[config.mk]
export PLATFORM = sky130hd
export DESIGN_NAME = pdp8_uart
export DESIGN_NICKNAME = d
export VERILOG_FILES = /design/src/rtl/pdp8_uart_pkg.sv /design/src/rtl/uart_baud_tick.sv /design/src/rtl/pdp8_uart.sv
export SDC_FILE = /design/constraint.sdc
export NUM_CORES = 1
export LEC_CHECK = 0
export CAP_MARGIN = 20
export CORE_UTILIZATION = 56
export DETAILED_ROUTE_END_ITERATION = 12
export HOLD_SLACK_MARGIN = 0.03
export PLACE_DENSITY = 0.84
export RECOVER_POWER = 50
export REMOVE_ABC_BUFFERS = 1
export SLEW_MARGIN = 20
export SYNTH_ARGS = -nofsm -noshare
export SYNTH_HDL_FRONTEND = slang
export SYNTH_SLANG_ARGS = --single-unit
[constraint.sdc]
create_clock -name clk -period 2.5 [get_ports clk]
set_input_delay 0.5 -clock clk [delete_from_list [all_inputs] [get_ports clk]]
set_output_delay 0.5 -clock clk [all_outputs]
set_load 0.01 [all_outputs]
[src/rtl/pdp8_uart_pkg.sv]
// Shared constants for the PDP-8 teletype UART: FSM state encoding
// (common to TX and RX), oversample ratio and counter widths.
package pdp8_uart_pkg;

   localparam int unsigned STATE_W    = 2;
   localparam int unsigned TICK_W     = 4;
   localparam int unsigned BAUD_W     = 16;
   localparam int unsigned OVERSAMPLE = 16;
   localparam int unsigned MID_SAMPLE = 8;

   localparam logic [1:0] ST_IDLE  = 2'd0;
   localparam logic [1:0] ST_START = 2'd1;
   localparam logic [1:0] ST_DATA  = 2'd2;
   localparam logic [1:0] ST_STOP  = 2'd3;

   // Tick-count values at which a full bit period / half bit period ends
   localparam logic [TICK_W-1:0] TICK_LAST = TICK_W'(OVERSAMPLE - 1);
   localparam logic [TICK_W-1:0] MID_LAST  = TICK_W'(MID_SAMPLE - 1);

endpackage

[src/rtl/uart_baud_tick.sv]
// Free-running 16x-oversample baud tick generator.
// Ports: clk, reset (sync, active-high), tick (one-clk pulse every
// BAUD_DIV16 clocks, shared by transmitter and receiver).
module uart_baud_tick
   import pdp8_uart_pkg::*;
#(
   parameter int unsigned BAUD_DIV16 = 326
) (
   input  logic clk,
   input  logic reset,
   output logic tick
);

   logic [BAUD_W-1:0] cnt_q;
   logic [BAUD_W-1:0] cnt_d;
   logic              tick_q;
   logic              wrap_c;

   assign wrap_c = (cnt_q == BAUD_W'(BAUD_DIV16 - 1));
   assign cnt_d  = wrap_c ? '0 : cnt_q + BAUD_W'(1);

   // Counter and registered wrap pulse
   always_ff @(posedge clk) begin
      if (reset) begin
         cnt_q  <= '0;
         tick_q <= 1'b0;
      end else begin
         cnt_q  <= cnt_d;
         tick_q <= wrap_c;
      end
   end

   assign tick = tick_q;

endmodule

[src/rtl/pdp8_uart.sv]
// Serial line interface between the PDP-8 TT controller and the RS-232
// pins: 8N1 transmitter and receiver, both timed from one shared 16x tick.
// Ports: clk, reset (sync, active-high);
//   TX: tx_data/tx_start in, tx_busy/tx_done/rs232_txd out;
//   RX: rs232_rxd/rx_ack in, rx_data/rx_ready/rx_overrun/rx_frame_err out.
module pdp8_uart
   import pdp8_uart_pkg::*;
#(
   parameter int unsigned BAUD_DIV16 = 326,
   parameter int unsigned DATA_BITS  = 8
) (
   input  logic                 clk,
   input  logic                 reset,
   input  logic [DATA_BITS-1:0] tx_data,
   input  logic                 tx_start,
   output logic                 tx_busy,
   output logic                 tx_done,
   output logic                 rs232_txd,
   input  logic                 rs232_rxd,
   output logic [DATA_BITS-1:0] rx_data,
   output logic                 rx_ready,
   input  logic                 rx_ack,
   output logic                 rx_overrun,
   output logic                 rx_frame_err
);

   localparam int unsigned      BIT_W    = $clog2(DATA_BITS + 1);
   localparam logic [BIT_W-1:0] BIT_LAST = BIT_W'(DATA_BITS - 1);

   logic tick;

   uart_baud_tick #(
      .BAUD_DIV16 (BAUD_DIV16)
   ) u_baud_tick (
      .clk   (clk),
      .reset (reset),
      .tick  (tick)
   );

   // ---------------------------------------------------------------- TX
   logic [STATE_W-1:0]   tx_state_q, tx_state_d;
   logic [TICK_W-1:0]    tx_tick_q,  tx_tick_d;
   logic [BIT_W-1:0]     tx_bit_q,   tx_bit_d;
   logic [DATA_BITS-1:0] tx_shift_q, tx_shift_d;
   logic                 tx_busy_q,  tx_busy_d;
   logic                 tx_done_q,  tx_done_d;
   logic                 txd_q,      txd_d;

   // TX state register
   always_ff @(posedge clk) begin
      if (reset) begin
         tx_state_q <= ST_IDLE;
         tx_tick_q  <= '0;
         tx_bit_q   <= '0;
         tx_shift_q <= '0;
         tx_busy_q  <= 1'b0;
         tx_done_q  <= 1'b0;
         txd_q      <= 1'b1;
      end else begin
         tx_state_q <= tx_state_d;
         tx_tick_q  <= tx_tick_d;
         tx_bit_q   <= tx_bit_d;
         tx_shift_q <= tx_shift_d;
         tx_busy_q  <= tx_busy_d;
         tx_done_q  <= tx_done_d;
         txd_q      <= txd_d;
      end
   end

   // TX next state; a start in the tx_done cycle is refused so the
   // controller always sees one idle cycle between frames
   always_comb begin
      tx_state_d = tx_state_q;
      tx_tick_d  = tx_tick_q;
      tx_bit_d   = tx_bit_q;
      tx_shift_d = tx_shift_q;
      tx_busy_d  = tx_busy_q;
      tx_done_d  = 1'b0;
      txd_d      = 1'b1;

      case (tx_state_q)
         ST_IDLE: begin
            if (tx_start && !tx_busy_q && !tx_done_q) begin
               tx_shift_d = tx_data;
               tx_tick_d  = '0;
               tx_bit_d   = '0;
               tx_busy_d  = 1'b1;
               tx_state_d = ST_START;
            end
         end
         ST_START: begin
            if (tick) begin
               tx_tick_d = tx_tick_q + TICK_W'(1);
               if (tx_tick_q == TICK_LAST) begin
                  tx_state_d = ST_DATA;
               end
            end
         end
         ST_DATA: begin
            if (tick) begin
               tx_tick_d = tx_tick_q + TICK_W'(1);
               if (tx_tick_q == TICK_LAST) begin
                  tx_shift_d = tx_shift_q >> 1;
                  tx_bit_d   = tx_bit_q + BIT_W'(1);
                  if (tx_bit_q == BIT_LAST) begin
                     tx_state_d = ST_STOP;
                  end
               end
            end
         end
         ST_STOP: begin
            if (tick) begin
               tx_tick_d = tx_tick_q + TICK_W'(1);
               if (tx_tick_q == TICK_LAST) begin
                  tx_busy_d  = 1'b0;
                  tx_done_d  = 1'b1;
                  tx_state_d = ST_IDLE;
               end
            end
         end
         default: tx_state_d = ST_IDLE;
      endcase

      // Line level follows the state being entered so txd stays registered
      case (tx_state_d)
         ST_START: txd_d = 1'b0;
         ST_DATA:  txd_d = tx_shift_d[0];
         default:  txd_d = 1'b1;
      endcase
   end

   assign tx_busy   = tx_busy_q;
   assign tx_done   = tx_done_q;
   assign rs232_txd = txd_q;

   // ---------------------------------------------------------------- RX
   logic                 rxd_meta_q;
   logic                 rxd_s_q;
   logic [STATE_W-1:0]   rx_state_q,   rx_state_d;
   logic [TICK_W-1:0]    rx_tick_q,    rx_tick_d;
   logic [BIT_W-1:0]     rx_bit_q,     rx_bit_d;
   logic [DATA_BITS-1:0] rx_shift_q,   rx_shift_d;
   logic [DATA_BITS-1:0] rx_data_q,    rx_data_d;
   logic                 rx_ready_q,   rx_ready_d;
   logic                 rx_overrun_q, rx_overrun_d;
   logic                 rx_ferr_q,    rx_ferr_d;

   // Two-flop synchroniser (idle-high) plus RX state register
   always_ff @(posedge clk) begin
      if (reset) begin
         rxd_meta_q   <= 1'b1;
         rxd_s_q      <= 1'b1;
         rx_state_q   <= ST_IDLE;
         rx_tick_q    <= '0;
         rx_bit_q     <= '0;
         rx_shift_q   <= '0;
         rx_data_q    <= '0;
         rx_ready_q   <= 1'b0;
         rx_overrun_q <= 1'b0;
         rx_ferr_q    <= 1'b0;
      end else begin
         rxd_meta_q   <= rs232_rxd;
         rxd_s_q      <= rxd_meta_q;
         rx_state_q   <= rx_state_d;
         rx_tick_q    <= rx_tick_d;
         rx_bit_q     <= rx_bit_d;
         rx_shift_q   <= rx_shift_d;
         rx_data_q    <= rx_data_d;
         rx_ready_q   <= rx_ready_d;
         rx_overrun_q <= rx_overrun_d;
         rx_ferr_q    <= rx_ferr_d;
      end
   end

   // RX next state; a good stop bit overrides a same-cycle ack
   always_comb begin
      rx_state_d   = rx_state_q;
      rx_tick_d    = rx_tick_q;
      rx_bit_d     = rx_bit_q;
      rx_shift_d   = rx_shift_q;
      rx_data_d    = rx_data_q;
      rx_ready_d   = rx_ready_q;
      rx_overrun_d = rx_overrun_q;
      rx_ferr_d    = 1'b0;

      if (rx_ack && rx_ready_q) begin
         rx_ready_d   = 1'b0;
         rx_overrun_d = 1'b0;
      end

      case (rx_state_q)
         ST_IDLE: begin
            if (tick && !rxd_s_q) begin
               rx_tick_d  = '0;
               rx_bit_d   = '0;
               rx_state_d = ST_START;
            end
         end
         ST_START: begin
            // Half a bit later: still low means a real start bit
            if (tick) begin
               rx_tick_d = rx_tick_q + TICK_W'(1);
               if (rx_tick_q == MID_LAST) begin
                  rx_tick_d  = '0;
                  rx_state_d = rxd_s_q ? ST_IDLE : ST_DATA;
               end
            end
         end
         ST_DATA: begin
            if (tick) begin
               rx_tick_d = rx_tick_q + TICK_W'(1);
               if (rx_tick_q == TICK_LAST) begin
                  rx_shift_d = {rxd_s_q, rx_shift_q[DATA_BITS-1:1]};
                  rx_bit_d   = rx_bit_q + BIT_W'(1);
                  if (rx_bit_q == BIT_LAST) begin
                     rx_state_d = ST_STOP;
                  end
               end
            end
         end
         ST_STOP: begin
            if (tick) begin
               rx_tick_d = rx_tick_q + TICK_W'(1);
               if (rx_tick_q == TICK_LAST) begin
                  rx_state_d = ST_IDLE;
                  if (rxd_s_q) begin
                     rx_data_d    = rx_shift_q;
                     rx_ready_d   = 1'b1;
                     rx_overrun_d = rx_ack ? 1'b0 : (rx_overrun_q | rx_ready_q);
                  end else begin
                     rx_ferr_d = 1'b1;
                  end
               end
            end
         end
         default: rx_state_d = ST_IDLE;
      endcase
   end

   assign rx_data      = rx_data_q;
   assign rx_ready     = rx_ready_q;
   assign rx_overrun   = rx_overrun_q;
   assign rx_frame_err = rx_ferr_q;

endmodule
==> results of run 1 <==
[how the worst min path moves through the flow]
stage | from | end | slack [ns]
finish | rxd_meta_q | rxd_s_q | 0.41
global route | rxd_meta_q | rxd_s_q | 0.44
CTS | rxd_meta_q | rxd_s_q | 0.42
detailed placement | rxd_meta_q | rxd_s_q | 0.40
global placement | rxd_meta_q | rxd_s_q | 0.40
floorplan | rxd_meta_q | rxd_s_q | 0.39
[routing by layer]
metal,wire [µm],track usage,up-vias,share of wire
met1,2725,0.2934,1148,0.48
met5,0,0,-,0
met4,107,0.1153,0,0.019
met2,2633,0.3343,33,0.47
li1,-,-,1196,-
met3,155,0.04743,12,0.028
[layout by cell type (no fill, tap or decap), types with 3 or more instances in the layout]
cell type        instances
clkbuf_8                 9
nor2_1                  51
nor3_1                   9
o21ai_0                  6
clkbuf_1                 4
nor2b_1                  5
dfxtp_1                 69
dlygate4sd3_1           13
or2_2                    4
nand4_1                  6
nand3_1                 15
nand2_1                 19
a22oi_1                 11
nor4_1                   5
xnor2_1                  6
or3_1                    4
nand3b_1                 3
clkdlybuf4s50_1         12
xor2_1                  12
inv_1                    7
a21oi_1                 17
mux2i_1                 17
ha_1                     6
and4_1                   3
[sequential cells by signal (all words and copies together) (netlist names), named ones only]
| name | cells |
|---|---|
| rs232_txd | 1 |
| rx_bit_q | 4 |
| rx_data | 8 |
| rx_frame_err | 1 |
| rx_overrun | 1 |
| rx_ready | 1 |
| rx_shift_q | 8 |
| rx_state_q | 1 |
| rx_tick_q | 4 |
| rxd_meta_q | 1 |
| rxd_s_q | 1 |
| tx_bit_q | 4 |
| tx_busy | 1 |
| tx_done | 1 |
| tx_shift_q | 8 |
| tx_state_q | 2 |
| tx_tick_q | 4 |
| u_baud_tick.cnt_q | 16 |
| u_baud_tick.tick | 1 |
[logic make-up (layout without fill, tap and decap cells)]
kind of cell               count (synthesis)  after routing  share of synthesized area
DFF                                       69             69                     0.4694
adders and majority gates                  6              6                    0.02551
xor gates and xnor gates                  18             18                    0.05357
AOI/OAI and AO/OA                         50             50                     0.1114
muxes                                     17             17                    0.05782
buffers and inverters                     25             54                    0.03742
and+or+nand+nor                          140            140                     0.2449
[report_power, final]
group | switching, mW | internal, mW | total [mW]
combinational | 0.0574 | 0.0495 | 0.107
clock | 0.440 | 0.564 | 1.00
sequential | 0.0166 | 1.12 | 1.13
[through the flow]
step           cells    util  instance area (µm²)  hold WS [ns]
2_1_floorplan    307       -                 2859        0.3895
3_3_place_gp     408  0.6383                 3239        0.3952
3_5_place_dp     408  0.6383                 3239        0.3974
4_1_cts          424  0.6820                 3461        0.4160
5_1_grt          424  0.6770                 3436        0.4393
6_report         424  0.6770                 3436        0.4147
[area by class of cell]
| cell class | instances | area (µm²) |
|---|---|---|
| Sequential cell | 69 | 1381 |
| Inverter | 7 | 26.28 |
| Timing Repair Buffer | 31 | 280.3 |
| Fill cell | 413 | 1639 |
| Multi-Input combinational cell | 231 | 1439 |
| Clock inverter | 7 | 97.59 |
| Clock buffer | 9 | 123.9 |
| Tap cell | 70 | 87.58 |
==> flow_summary.toml, run 1 <==
[synthesis]
synth_edf_count = 0
ys_top_cells_by_count = "dfxtp_1, nor2_1, nand2_1, a21oi_1, mux2i_1"
synth_area_um2 = 2943
ys.warnings.count = 0
yosys.cell_types.count = 51
synth_top_area_frac = 0.4694
synthCells = 325
synthArstFlopShare = 0
yosysMostFrequentCell = "dfxtp_1"
synth.area.top_cells = "dfxtp_1, nor2_1, mux2i_1, xor2_1, a21oi_1"
synthFlopType = "dfxtp_1"
yosysTopAreaCell = "dfxtp_1"
syn_avg_cell_area_um2 = 9.055
synth_seq_cells = 69
synth_seq_area_share = 0.4694

[cts]
cts_post_setup_buffers_inserted = 0
root_buffer = "clkbuf_8"
tritoncts = "done"
clock_sinks = 69
h-tree-depth = 3
clock_latency_ns = 0.35
clk_path_buf_depth = 2
path_clk_slew_ns = 0.08
cts_resized = 0
numCtsBuffers = 9
hold_buffers = 0

[power]
p_per_area_nw_per_um2 = 653.7
ir_drop_mv = 0.4873
p_leak_nw = 1.233
p_total_mw = 2.246

[sta]
slew_viol_final = 0
fin_skew_ns = 0.005470
hold_viol_final = 0
tightestPinTransition_ns = 0.8884
relSlewSlack = 0.4078
fin_crit_ns = 2.151
setup_violations = 0
setup_tns_ns = 0
timing.final.ws_setup_ns = 0.3488
fmaxAchievable_mhz = 464.9
post-route-period-util = 0.8605
rsz0062_at_grt = "false"

[route]
drc = 0
first_pass_iters = 4
drt_iter0_markers = 139
ant_nets = 0
vias = 2389
vias_per_cell = 5.634
wl_um = 5621
routedWlPerCell_um = 13.26

[global_route]
grt_max_degree = 23
antenna_found_initial = 0
first_global_vias = 2041
grt_first_pass_wirelength_um = 9183
grt_use_total = 0.2198
grt_overflow_total = 0

[layout]
synthToLayoutAreaGrowth_pct = 16.75
antennaDiodeCount = 0
drive_above_1_share = 0.07345
fin_nets = 368

[worst_setup_path]
critical_path.max_fanout = 11
critPathLaunchType = "primary input"
path_cells = "dlygate4sd3_1, nor4b_1, a22oi_1, a221oi_1, nor2_1"
rr_worst_depth = 5
critPathBufInv = 1
path_depth = 5
critPathTopFamily = "compound AO/OA/AOI/OAI gates"
r2r-end = "u_baud_tick.cnt_q[6]"
slowest_delay_ns = 0.52
cp.arrival_ns = 2.36
r2r_start = "u_baud_tick.cnt_q[0]"
crit_path_start = "tx_start"
required_ns = 2.71
path_class = "in2reg"
cpMaxStageDelayCell = "dlygate4sd3_1"
ff2ff_setup_slack_ns = 0.43
critPathCapture = "tx_shift_q[0]"
end_kind = "register"

[floorplanning]
rows = 26
io_pins = 27
die_h_um = 74.49
initial_core_util = 0.5799
fp.coreArea_um2 = 5075
dieArea_um2 = 5549
die_x_um = 74.49

[placement]
port_buffers = 26
dp_hpwl_um = 3747
dp_slack_ns = 0.3690
globalplace.congestion = 0.8379

[run_status]
status = "finished, final reports clean"

[min_path]
hold_path.class = "reg2reg"
hold_path_depth = 1

[flow_run]
max_cap_violations = 0
Power figures use the tool's default switching activity.
==> inputs of run 2 (changes only) <==
- CORE_UTILIZATION: 56 -> 40
- PLACE_DENSITY: 0.84 -> 0.65
==> run 2 against run 1 <==
  * Critical endpoint is now tx_shift_q[3]
  * Largest cell class unchanged
  * Sequential share of layout area down 0.45 points
  * Clock skew up 0.0033 ns
  * The run now ends with max-capacitance violations, max-slew violations left
  * Hold slack worse by 0.0060 ns
==> flow_summary.toml, run 2 (synthesized netlist as in run 1, its figures left out) <==
[run_status]
status = "finished, violations left"
violations = "max-capacitance violations, max-slew violations"

[floorplanning]
fp.coreArea_um2 = 6944
io_pins = 27
dieArea_um2 = 7704
rows = 30
initial_core_util = 0.4238
die_h_um = 87.78
die_x_um = 87.78

[cts]
clock_sinks = 69
numCtsBuffers = 9
cts_post_setup_buffers_inserted = 0
path_clk_slew_ns = 0.07
tritoncts = "done"
clock_latency_ns = 0.34
hold_buffers = 0
cts_resized = 0
clk_path_buf_depth = 2
root_buffer = "clkbuf_8"
h-tree-depth = 3

[route]
drt_iter0_markers = 120
wl_um = 5520
first_pass_iters = 4
vias = 2302
ant_nets = 0
drc = 0
routedWlPerCell_um = 12.29
vias_per_cell = 5.127

[worst_setup_path]
required_ns = 2.75
critical_path.max_fanout = 8
cpMaxStageDelayCell = "nor4b_1"
slowest_delay_ns = 0.51
critPathLaunchType = "primary input"
end_kind = "register"
cp.arrival_ns = 2.37
path_class = "in2reg"
path_cells = "clkdlybuf4s50_1, nor4b_1, and2_0, buf_4, a22oi_1, a21oi_1"

[sta]
tightestPinTransition_ns = 1.539
rsz0062_at_grt = "false"
slew_viol_final = 36
setup_tns_ns = 0
fin_crit_ns = 2.119
fmaxAchievable_mhz = 471.8
fin_skew_ns = 0.008753
post-route-period-util = 0.8478
relSlewSlack = -0.02610
setup_violations = 0
hold_viol_final = 0

[global_route]
antenna_found_initial = 0
grt.met3_usage = 0.04807
grt_use_total = 0.1601
gr-usage-met1 = 0.1987
use_met2 = 0.2593
grt_first_pass_wirelength_um = 9680
grt_overflow_total = 0
first_global_vias = 2150
grt_max_degree = 36
busiest_layer = "met2"

[flow_run]
max_cap_violations = 1

[layout]
largest-register = "u_baud_tick.cnt_q"
drive_above_1_share = 0.07932
largest_reg_flops = 16
antennaDiodeCount = 0
post-route-util = 0.5004
final_common_cell = "dfxtp_1"
fin_nets = 367
most-common-layout-cells = "dfxtp_1, nor2_1, nand2_1"
synthToLayoutAreaGrowth_pct = 18.07

[power]
p_leak_nw = 1.246
p_per_area_nw_per_um2 = 646.2
ir_drop_mv = 0.2580

[placement]
dp_hpwl_um = 3748
port_buffers = 26
globalplace.congestion = 0.7644

[min_path]
hold_path.class = "reg2reg"
-- run 2: final timing paths --
kind                   end    startpoint  slack, ns  cells after the start
max          tx_shift_q[3]      tx_start       0.38                      6
min                rxd_s_q    rxd_meta_q       0.41                      1
max reg2reg     rx_overrun  rx_tick_q[0]       0.42                      6
min reg2reg        rxd_s_q    rxd_meta_q       0.41                      1
-- run 2: layer usage --
metal,part of all wire,vias to the layer above,wire length [µm]
met5,0,-,0
met4,0.016,0,88
met3,0.029,12,159
met2,0.46,18,2520
met1,0.50,1072,2751
li1,-,1200,-
-- run 2: final cells by class --
cell class	count	area (µm²)
Fill cell	662	3470
Multi-Input combinational cell	231	1445
Sequential cell	69	1381
Timing Repair Buffer	30	277.8
Clock buffer	10	137.6
Tap cell	96	120.1
Clock inverter	6	86.33
Inverter	7	26.28
-- run 2: stage by stage --
stage | instance area, µm² | power [mW] | worst slack (ns) | hold slack (ns) | std cells
floorplan | 2859 | 1.212 | 0.3201 | 0.3895 | 307
global placement | 3264 | 1.267 | 0.3876 | 0.3996 | 433
detailed placement | 3264 | 1.269 | 0.3491 | 0.3971 | 433
CTS | 3488 | 2.275 | 0.5114 | 0.4174 | 449
global route | 3475 | 2.333 | 0.1584 | 0.4370 | 449
finish | 3475 | 2.245 | 0.3806 | 0.4087 | 449
-- run 2: worst max-delay path, delay by kind of cell --
family	cells	cell delay (ns)
buf+inv	2	0.69
compound gates	2	0.22
simple gates	2	0.96
-- run 2: power by group --
group	internal (mW)	total [mW]	switching (mW)	leakage (nW)
Clock	0.587	1.00	0.418	0.112
Sequential	1.12	1.13	0.0155	0.559
Combinational	0.0499	0.107	0.0574	0.575
